**config.mk**
```make
export PLATFORM = sky130hd
export DESIGN_NAME = cas_recorder_flat
export DESIGN_NICKNAME = d
export VERILOG_FILES = /design/src/rtl/cas_recorder_if.sv /design/src/rtl/cas_recorder.sv /design/src/flat_wrapper.sv
export SDC_FILE = /design/constraint.sdc
export NUM_CORES = 1
export LEC_CHECK = 0
export CORE_AREA = 2 2 121 64
export DETAILED_ROUTE_END_ITERATION = 16
export DIE_AREA = 0 0 123 66
export PLACE_DENSITY = 0.83
export RECOVER_POWER = 50
export SYNTH_ARGS = -nofsm -noshare
export SYNTH_HDL_FRONTEND = slang
export SYNTH_SLANG_ARGS = --single-unit
```
**constraint.sdc**
```tcl
create_clock -name clock -period 2.6 [get_ports clock]
set_input_delay 0.26 -clock clock [delete_from_list [all_inputs] [get_ports clock]]
set_output_delay 0.26 -clock clock [all_outputs]
set_load 0.01 [all_outputs]
```
**src/rtl/cas_recorder_if.sv**
```systemverilog
// Tape-side inputs and record-buffer outputs of the cassette recorder.
// master drives the tape bits and reads the buffer port; slave is the recorder.
interface cas_recorder_if #(
    parameter int AW = 17
);
    logic          ce;
    logic          motor;
    logic [1:0]    level;
    logic          rec_we;
    logic [AW-1:0] rec_addr;
    logic [7:0]    rec_data;
    logic [AW-1:0] rec_len;
    logic          active;
    logic          overflow;

    modport master (
        output ce, motor, level,
        input  rec_we, rec_addr, rec_data, rec_len, active, overflow
    );

    modport slave (
        input  ce, motor, level,
        output rec_we, rec_addr, rec_data, rec_len, active, overflow
    );
endinterface

```
**src/rtl/cas_recorder.sv**
```systemverilog
// Decodes the Level II cassette pulse train from the port $FF tape bits into bytes
// and writes them as a .CAS image into a host-readable buffer.
module cas_recorder #(
    parameter int          AW        = 17,
    parameter logic [11:0] DATA_MAX  = 12'hA80,
    parameter logic [15:0] TIMEOUT   = 16'h2000,
    parameter logic [7:0]  SYNC_BYTE = 8'hA5
) (
    input logic           clock,
    input logic           reset,
    cas_recorder_if.slave bus
);

    typedef enum logic [1:0] {
        IDLE = 2'd0,
        HUNT = 2'd1,
        DATA = 2'd2
    } state_t;

    state_t        state;
    state_t        state_d;
    logic [1:0]    prev_level;
    logic [15:0]   gap;
    logic          cell_open;
    logic          seen1;
    logic [7:0]    sr;
    logic [2:0]    bitcnt;
    logic          rec_we_q;
    logic [7:0]    rec_data_q;
    logic [AW-1:0] rec_addr_q;
    logic [AW-1:0] rec_len_q;
    logic          overflow_q;

    logic          pulse;
    logic          data_pulse;
    logic          clk_pulse;
    logic          timeout;
    logic          emit;
    logic [7:0]    sr_next;
    logic          tape_on;
    logic          sync_hit;
    logic          byte_done;
    logic          wr_fire;

    // A cell closes either at the next clock pulse or at timeout; both emit seen1.
    always_comb begin
        pulse      = (bus.level != 2'b00) && (prev_level == 2'b00);
        data_pulse = pulse && cell_open && (gap < {4'h0, DATA_MAX});
        clk_pulse  = pulse && !data_pulse;
        timeout    = !pulse && cell_open && (gap == TIMEOUT - 16'd1);
        emit       = (clk_pulse && cell_open) || timeout;
        sr_next    = {sr[6:0], seen1};
        tape_on    = bus.ce && bus.motor && (state != IDLE);
        sync_hit   = tape_on && emit && (state == HUNT) && (sr_next == SYNC_BYTE);
        byte_done  = tape_on && emit && (state == DATA) && (bitcnt == 3'd7);
        wr_fire    = (sync_hit || byte_done) && !overflow_q;

        state_d = state;
        if (bus.ce) begin
            if (!bus.motor) begin
                state_d = IDLE;
            end else begin
                case (state)
                    IDLE:    state_d = HUNT;
                    HUNT:    if (sync_hit) state_d = DATA;
                    DATA:    if (timeout) state_d = HUNT;
                    default: state_d = IDLE;
                endcase
            end
        end
    end

    always_ff @(posedge clock or posedge reset) begin
        if (reset) begin
            state      <= IDLE;
            prev_level <= 2'b00;
            gap        <= 16'd0;
            cell_open  <= 1'b0;
            seen1      <= 1'b0;
            sr         <= 8'd0;
            bitcnt     <= 3'd0;
            rec_we_q   <= 1'b0;
            rec_data_q <= 8'd0;
            rec_addr_q <= '0;
            rec_len_q  <= '0;
            overflow_q <= 1'b0;
        end else begin
            state    <= state_d;
            rec_we_q <= wr_fire;
            if (wr_fire) begin
                rec_data_q <= sync_hit ? SYNC_BYTE : sr_next;
            end

            // Address advances the clock after the strobe; the last slot never wraps.
            if (rec_we_q) begin
                if (rec_addr_q == {AW{1'b1}}) begin
                    overflow_q <= 1'b1;
                end else begin
                    rec_addr_q <= rec_addr_q + AW'(1);
                end
                if (rec_len_q != {AW{1'b1}}) begin
                    rec_len_q <= rec_len_q + AW'(1);
                end
            end

            if (bus.ce) begin
                prev_level <= bus.level;
                if (clk_pulse) begin
                    gap <= 16'd0;
                end else if (gap != 16'hFFFF) begin
                    gap <= gap + 16'd1;
                end

                if (!bus.motor || state == IDLE) begin
                    cell_open <= 1'b0;
                    seen1     <= 1'b0;
                    bitcnt    <= 3'd0;
                    if (bus.motor) begin
                        sr         <= 8'd0;
                        rec_addr_q <= '0;
                        rec_len_q  <= '0;
                        overflow_q <= 1'b0;
                    end
                end else begin
                    if (data_pulse) begin
                        seen1 <= 1'b1;
                    end
                    if (clk_pulse) begin
                        cell_open <= 1'b1;
                        seen1     <= 1'b0;
                    end
                    if (timeout) begin
                        cell_open <= 1'b0;
                        seen1     <= 1'b0;
                    end
                    if (emit) begin
                        sr <= sr_next;
                        if (state == DATA) begin
                            bitcnt <= timeout ? 3'd0 : bitcnt + 3'd1;
                        end else if (sync_hit) begin
                            bitcnt <= 3'd0;
                        end
                    end
                end
            end
        end
    end

    assign bus.rec_we   = rec_we_q;
    assign bus.rec_data = rec_data_q;
    assign bus.rec_addr = rec_addr_q;
    assign bus.rec_len  = rec_len_q;
    assign bus.active   = (state == DATA);
    assign bus.overflow = overflow_q;

endmodule
```
**src/flat_wrapper.sv**
```systemverilog
// flat-port wrapper written by rule: the top's interface ports become plain ports
module cas_recorder_flat 
#(
    parameter int          AW        = 17,
    parameter logic [11:0] DATA_MAX  = 12'hA80,
    parameter logic [15:0] TIMEOUT   = 16'h2000,
    parameter logic [7:0]  SYNC_BYTE = 8'hA5
)
  (clock, reset, bus_ce, bus_motor, bus_level, bus_rec_we, bus_rec_addr, bus_rec_data, bus_rec_len, bus_active, bus_overflow);
  cas_recorder_if #(.AW(AW)) bus_i ();
  input logic clock;
  input logic reset;
  input wire logic [$bits(bus_i.ce)-1:0] bus_ce;
  input wire logic [$bits(bus_i.motor)-1:0] bus_motor;
  input wire logic [$bits(bus_i.level)-1:0] bus_level;
  output wire logic [$bits(bus_i.rec_we)-1:0] bus_rec_we;
  output wire logic [$bits(bus_i.rec_addr)-1:0] bus_rec_addr;
  output wire logic [$bits(bus_i.rec_data)-1:0] bus_rec_data;
  output wire logic [$bits(bus_i.rec_len)-1:0] bus_rec_len;
  output wire logic [$bits(bus_i.active)-1:0] bus_active;
  output wire logic [$bits(bus_i.overflow)-1:0] bus_overflow;
  assign bus_i.ce = bus_ce;
  assign bus_i.motor = bus_motor;
  assign bus_i.level = bus_level;
  assign bus_rec_we = bus_i.rec_we;
  assign bus_rec_addr = bus_i.rec_addr;
  assign bus_rec_data = bus_i.rec_data;
  assign bus_rec_len = bus_i.rec_len;
  assign bus_active = bus_i.active;
  assign bus_overflow = bus_i.overflow;
  cas_recorder #(.AW(AW), .DATA_MAX(DATA_MAX), .TIMEOUT(TIMEOUT), .SYNC_BYTE(SYNC_BYTE)) u_core (.clock(clock), .reset(reset), .bus(bus_i));
endmodule
```
==> metrics.yaml <==
initial_core_util_pct: 53.4
use_met2_pct: 36.9
yosys_warnings: 0
cts_buffer_depth: 2
hpwl_um: 6190
totalWireLength_um: 9200
hold_buffers: 0
nets: 445
max_freq_mhz: 467
routedWlPerCell_um: 17.2
seq_area_um2: 1900
boundaryPins: 51
worst_slew_pin_slew_ps: 978
power_density_nw_per_um2: 573
synth-edff-count: 0
power.leakage_nw: 2.17
drt.antenna.violating_nets: 0
layout_commonest_cell: "dfrtp_1"
path_class: "flop to flop"
grt-busiest-layer: "met2"
cts_resized: 0
combPwrFrac_pct: 6.7
antenna_found_initial: 0
timing.rr.end: "u_core.bus.rec_len[11]$_DFF_PP0_"
regToRegSetupSlack_ps: 460
swShare_pct: 24.0
grt_pass1_vias: 2999
hp-class: "flop to flop"
die_y_um: 66
fin_tns_setup_ps: 0
synthTopCellsByArea: "dfrtp_1, nor2_1, xor2_1, nand3_1, xnor2_1"
grtUsageMet1_pct: 36.2
yosysUniqueCellTypes: 50
drive_above_1_share_pct: 10.0
period_share_pct: 82.4
die_area_um2: 8120
slew_headroom_pct: 34.8
cp.required_ps: 2810
p_int_mw: 2.06
grt_pass1_wl_um: 15200
crit_arrival_ps: 2350
antennaDiodeCount: 0
syn_nets: 386
cts_root_buf: "clkbuf_16"
grt_usage_pct: 24.7
stdcell_count: 535
rr_worst_depth: 8
yosysSeqAreaShare_pct: 50.1
clock_skew_ps: 5.81
end_kind: "flop"
synth_top_family_by_area: "simple AND/OR/NAND/NOR gates"
synth_compound_area_share_pct: 10.6
status: "finished clean"
avgSynthCellArea_um2: 10.1
num-fill-cells: 553
rsz0062_at_grt: "false"
first_iter_violations: 266
fin_crit_ps: 2140
synth_cells: 375
firstDrtPassIters: 5
startpoint: "u_core.bus.rec_len[0]$_DFF_PP0_"
h-tree-depth: 3
synth-seq-cells: 76
clkTransAtPathRegs_ps: 60
via_per_inst: 5.95
hold_violations: 0
crit_fanout: 5
synthAdderAreaFrac_pct: 1.65
synth_top_area_share_pct: 50.1
clkLatencyLatePin_ps: 330
crit_end: "u_core.bus.rec_len[11]$_DFF_PP0_"
grt.overflow.total: 0
use_met3_pct: 5.86
io_buffers: 50
cts_setup_buffers: 0
area_delta_synth_final_pct: 24.5
drv_slew: 0
dp_cells: 519
syn_area_um2: 3790
yosys.area_share.xor_xnor_pct: 8.08
finalPower_mw: 2.70
synthMuxAreaShare_pct: 3.50
numCtsBuffers: 9
multi_input_area_um2: 1800
drc: 0
core_area_um2: 7100
p_sw_uw: 649
place_congestion: 0.893
num_rows: 22
cts_sinks: 76
die_w_um: 123
seqPwrFrac_pct: 46.5
setup_violations: 0
synthSimpleGateAreaFrac_pct: 23.6
final_cell_mix: "dfrtp_1, nor2_1, clkdlybuf4s50_1"
synth_top_area_cell: "dfrtp_1"
vias: 3183
clkPwrFrac_pct: 46.8
ys.flop_type: "dfrtp_1"
max-cap-violations: 0
synth-async-reset-ratio_pct: 100
r2r-start: "u_core.bus.rec_len[0]$_DFF_PP0_"
grt_max_degree: 36
cp-start-kind: "flop"
cts_tree: "done"
vdd_ir_drop_max_uv: 450
## cells by family after synthesis
group                    count (synthesis)
AND/OR/NAND/NOR                        171
flip-flops                              76
AO/OA/AOI/OAI                           54
XOR/XNOR                                35
buffers and inverters                   22
multiplexers                            12
adder cells (fa/ha/maj)                  5
## flip-flops by register name (all words and copies together), names as in the netlist
| name | flops |
|---|---|
| u_core.bus.overflow | 1 |
| u_core.gap | 16 |
| u_core.seen1 | 1 |
| u_core.cell_open | 1 |
| u_core.prev_level | 2 |
| u_core.bus.rec_data | 8 |
| u_core.bitcnt | 3 |
| u_core.bus.rec_we | 1 |
| u_core.bus.rec_addr | 17 |
| u_core.state | 2 |
| u_core.bus.rec_len | 17 |
| u_core.sr | 7 |
## critical path, stage by stage (launching register included)
cell     delay [ps]
dfrtp_1         420
ha_1            260
nand4_1         100
nor4_1           50
buf_4           150
nor3_1          580
nand3_1         220
xor2_1          170
nor2_1           50
## synthesized netlist by cell type (3+ instances only)
| master | instances |
|---|---|
| dfrtp_1 | 76 |
| nor2_1 | 57 |
| nand2_1 | 27 |
| nand3_1 | 23 |
| xor2_1 | 22 |
| a21oi_1 | 15 |
| nand4_1 | 15 |
| xnor2_1 | 13 |
| and3_1 | 11 |
| inv_1 | 11 |
| o21ai_0 | 9 |
| and4_1 | 8 |
| clkbuf_1 | 8 |
| mux2_2 | 8 |
| nor3_1 | 7 |
| a22o_1 | 6 |
| ha_1 | 5 |
| or3_1 | 5 |
| o31ai_1 | 4 |
| a211oi_1 | 3 |
## worst min-delay path by stage
stage	to	slack, ps	start	depth (start not counted)
6_report	u_core.bus.rec_data[6]$_DFFE_PP0P_	480	u_core.bus.rec_data[6]$_DFFE_PP0P_	1
5_1_grt	u_core.bitcnt[0]$_DFFE_PP0P_	500	u_core.bitcnt[0]$_DFFE_PP0P_	1
4_1_cts	u_core.gap[13]$_DFFE_PP0P_	270	reset	2
3_5_place_dp	u_core.bitcnt[0]$_DFFE_PP0P_	480	u_core.bitcnt[0]$_DFFE_PP0P_	1
3_3_place_gp	u_core.bitcnt[0]$_DFFE_PP0P_	470	u_core.bitcnt[0]$_DFFE_PP0P_	1
2_1_floorplan	u_core.prev_level[0]$_DFFE_PP0P_	410	bus_level[0]	1
## power by group through the flow
stage	combinational (mW)	clock (mW)	sequential, mW
2_1_floorplan	0.131	0	1.27
3_3_place_gp	0.175	0	1.27
3_5_place_dp	0.182	0	1.28
4_1_cts	0.184	1.28	1.26
5_1_grt	0.202	1.33	1.26
6_report	0.180	1.27	1.26
## layer usage
layer	vias to the layer above	share of wire [%]
li1	1458	-
met1	1568	47
met2	143	44
met3	14	7.8
met4	0	1.3
met5	-	0
## cell type report
type | count | share of cell area (%)
Inverter | 11 | 0.874
Multi-Input combinational cell | 277 | 38.1
Timing Repair Buffer | 59 | 11.8
Clock inverter | 5 | 1.27
Clock buffer | 11 | 5.14
Tap cell | 96 | 2.54
Sequential cell | 76 | 40.3
## stage by stage
step | hold WS (ps) | cell area [um2] | utilization [%] | setup slack (ps)
2_1_floorplan | 412 | 3790 | - | 402
3_3_place_gp | 469 | 4430 | 62.4 | 508
3_5_place_dp | 484 | 4430 | 62.4 | 387
4_1_cts | 271 | 4730 | 66.6 | 494
5_1_grt | 500 | 4720 | 66.5 | 333
6_report | 485 | 4720 | 66.5 | 458
No activity file was read; power rests on OpenSTA's default activity.
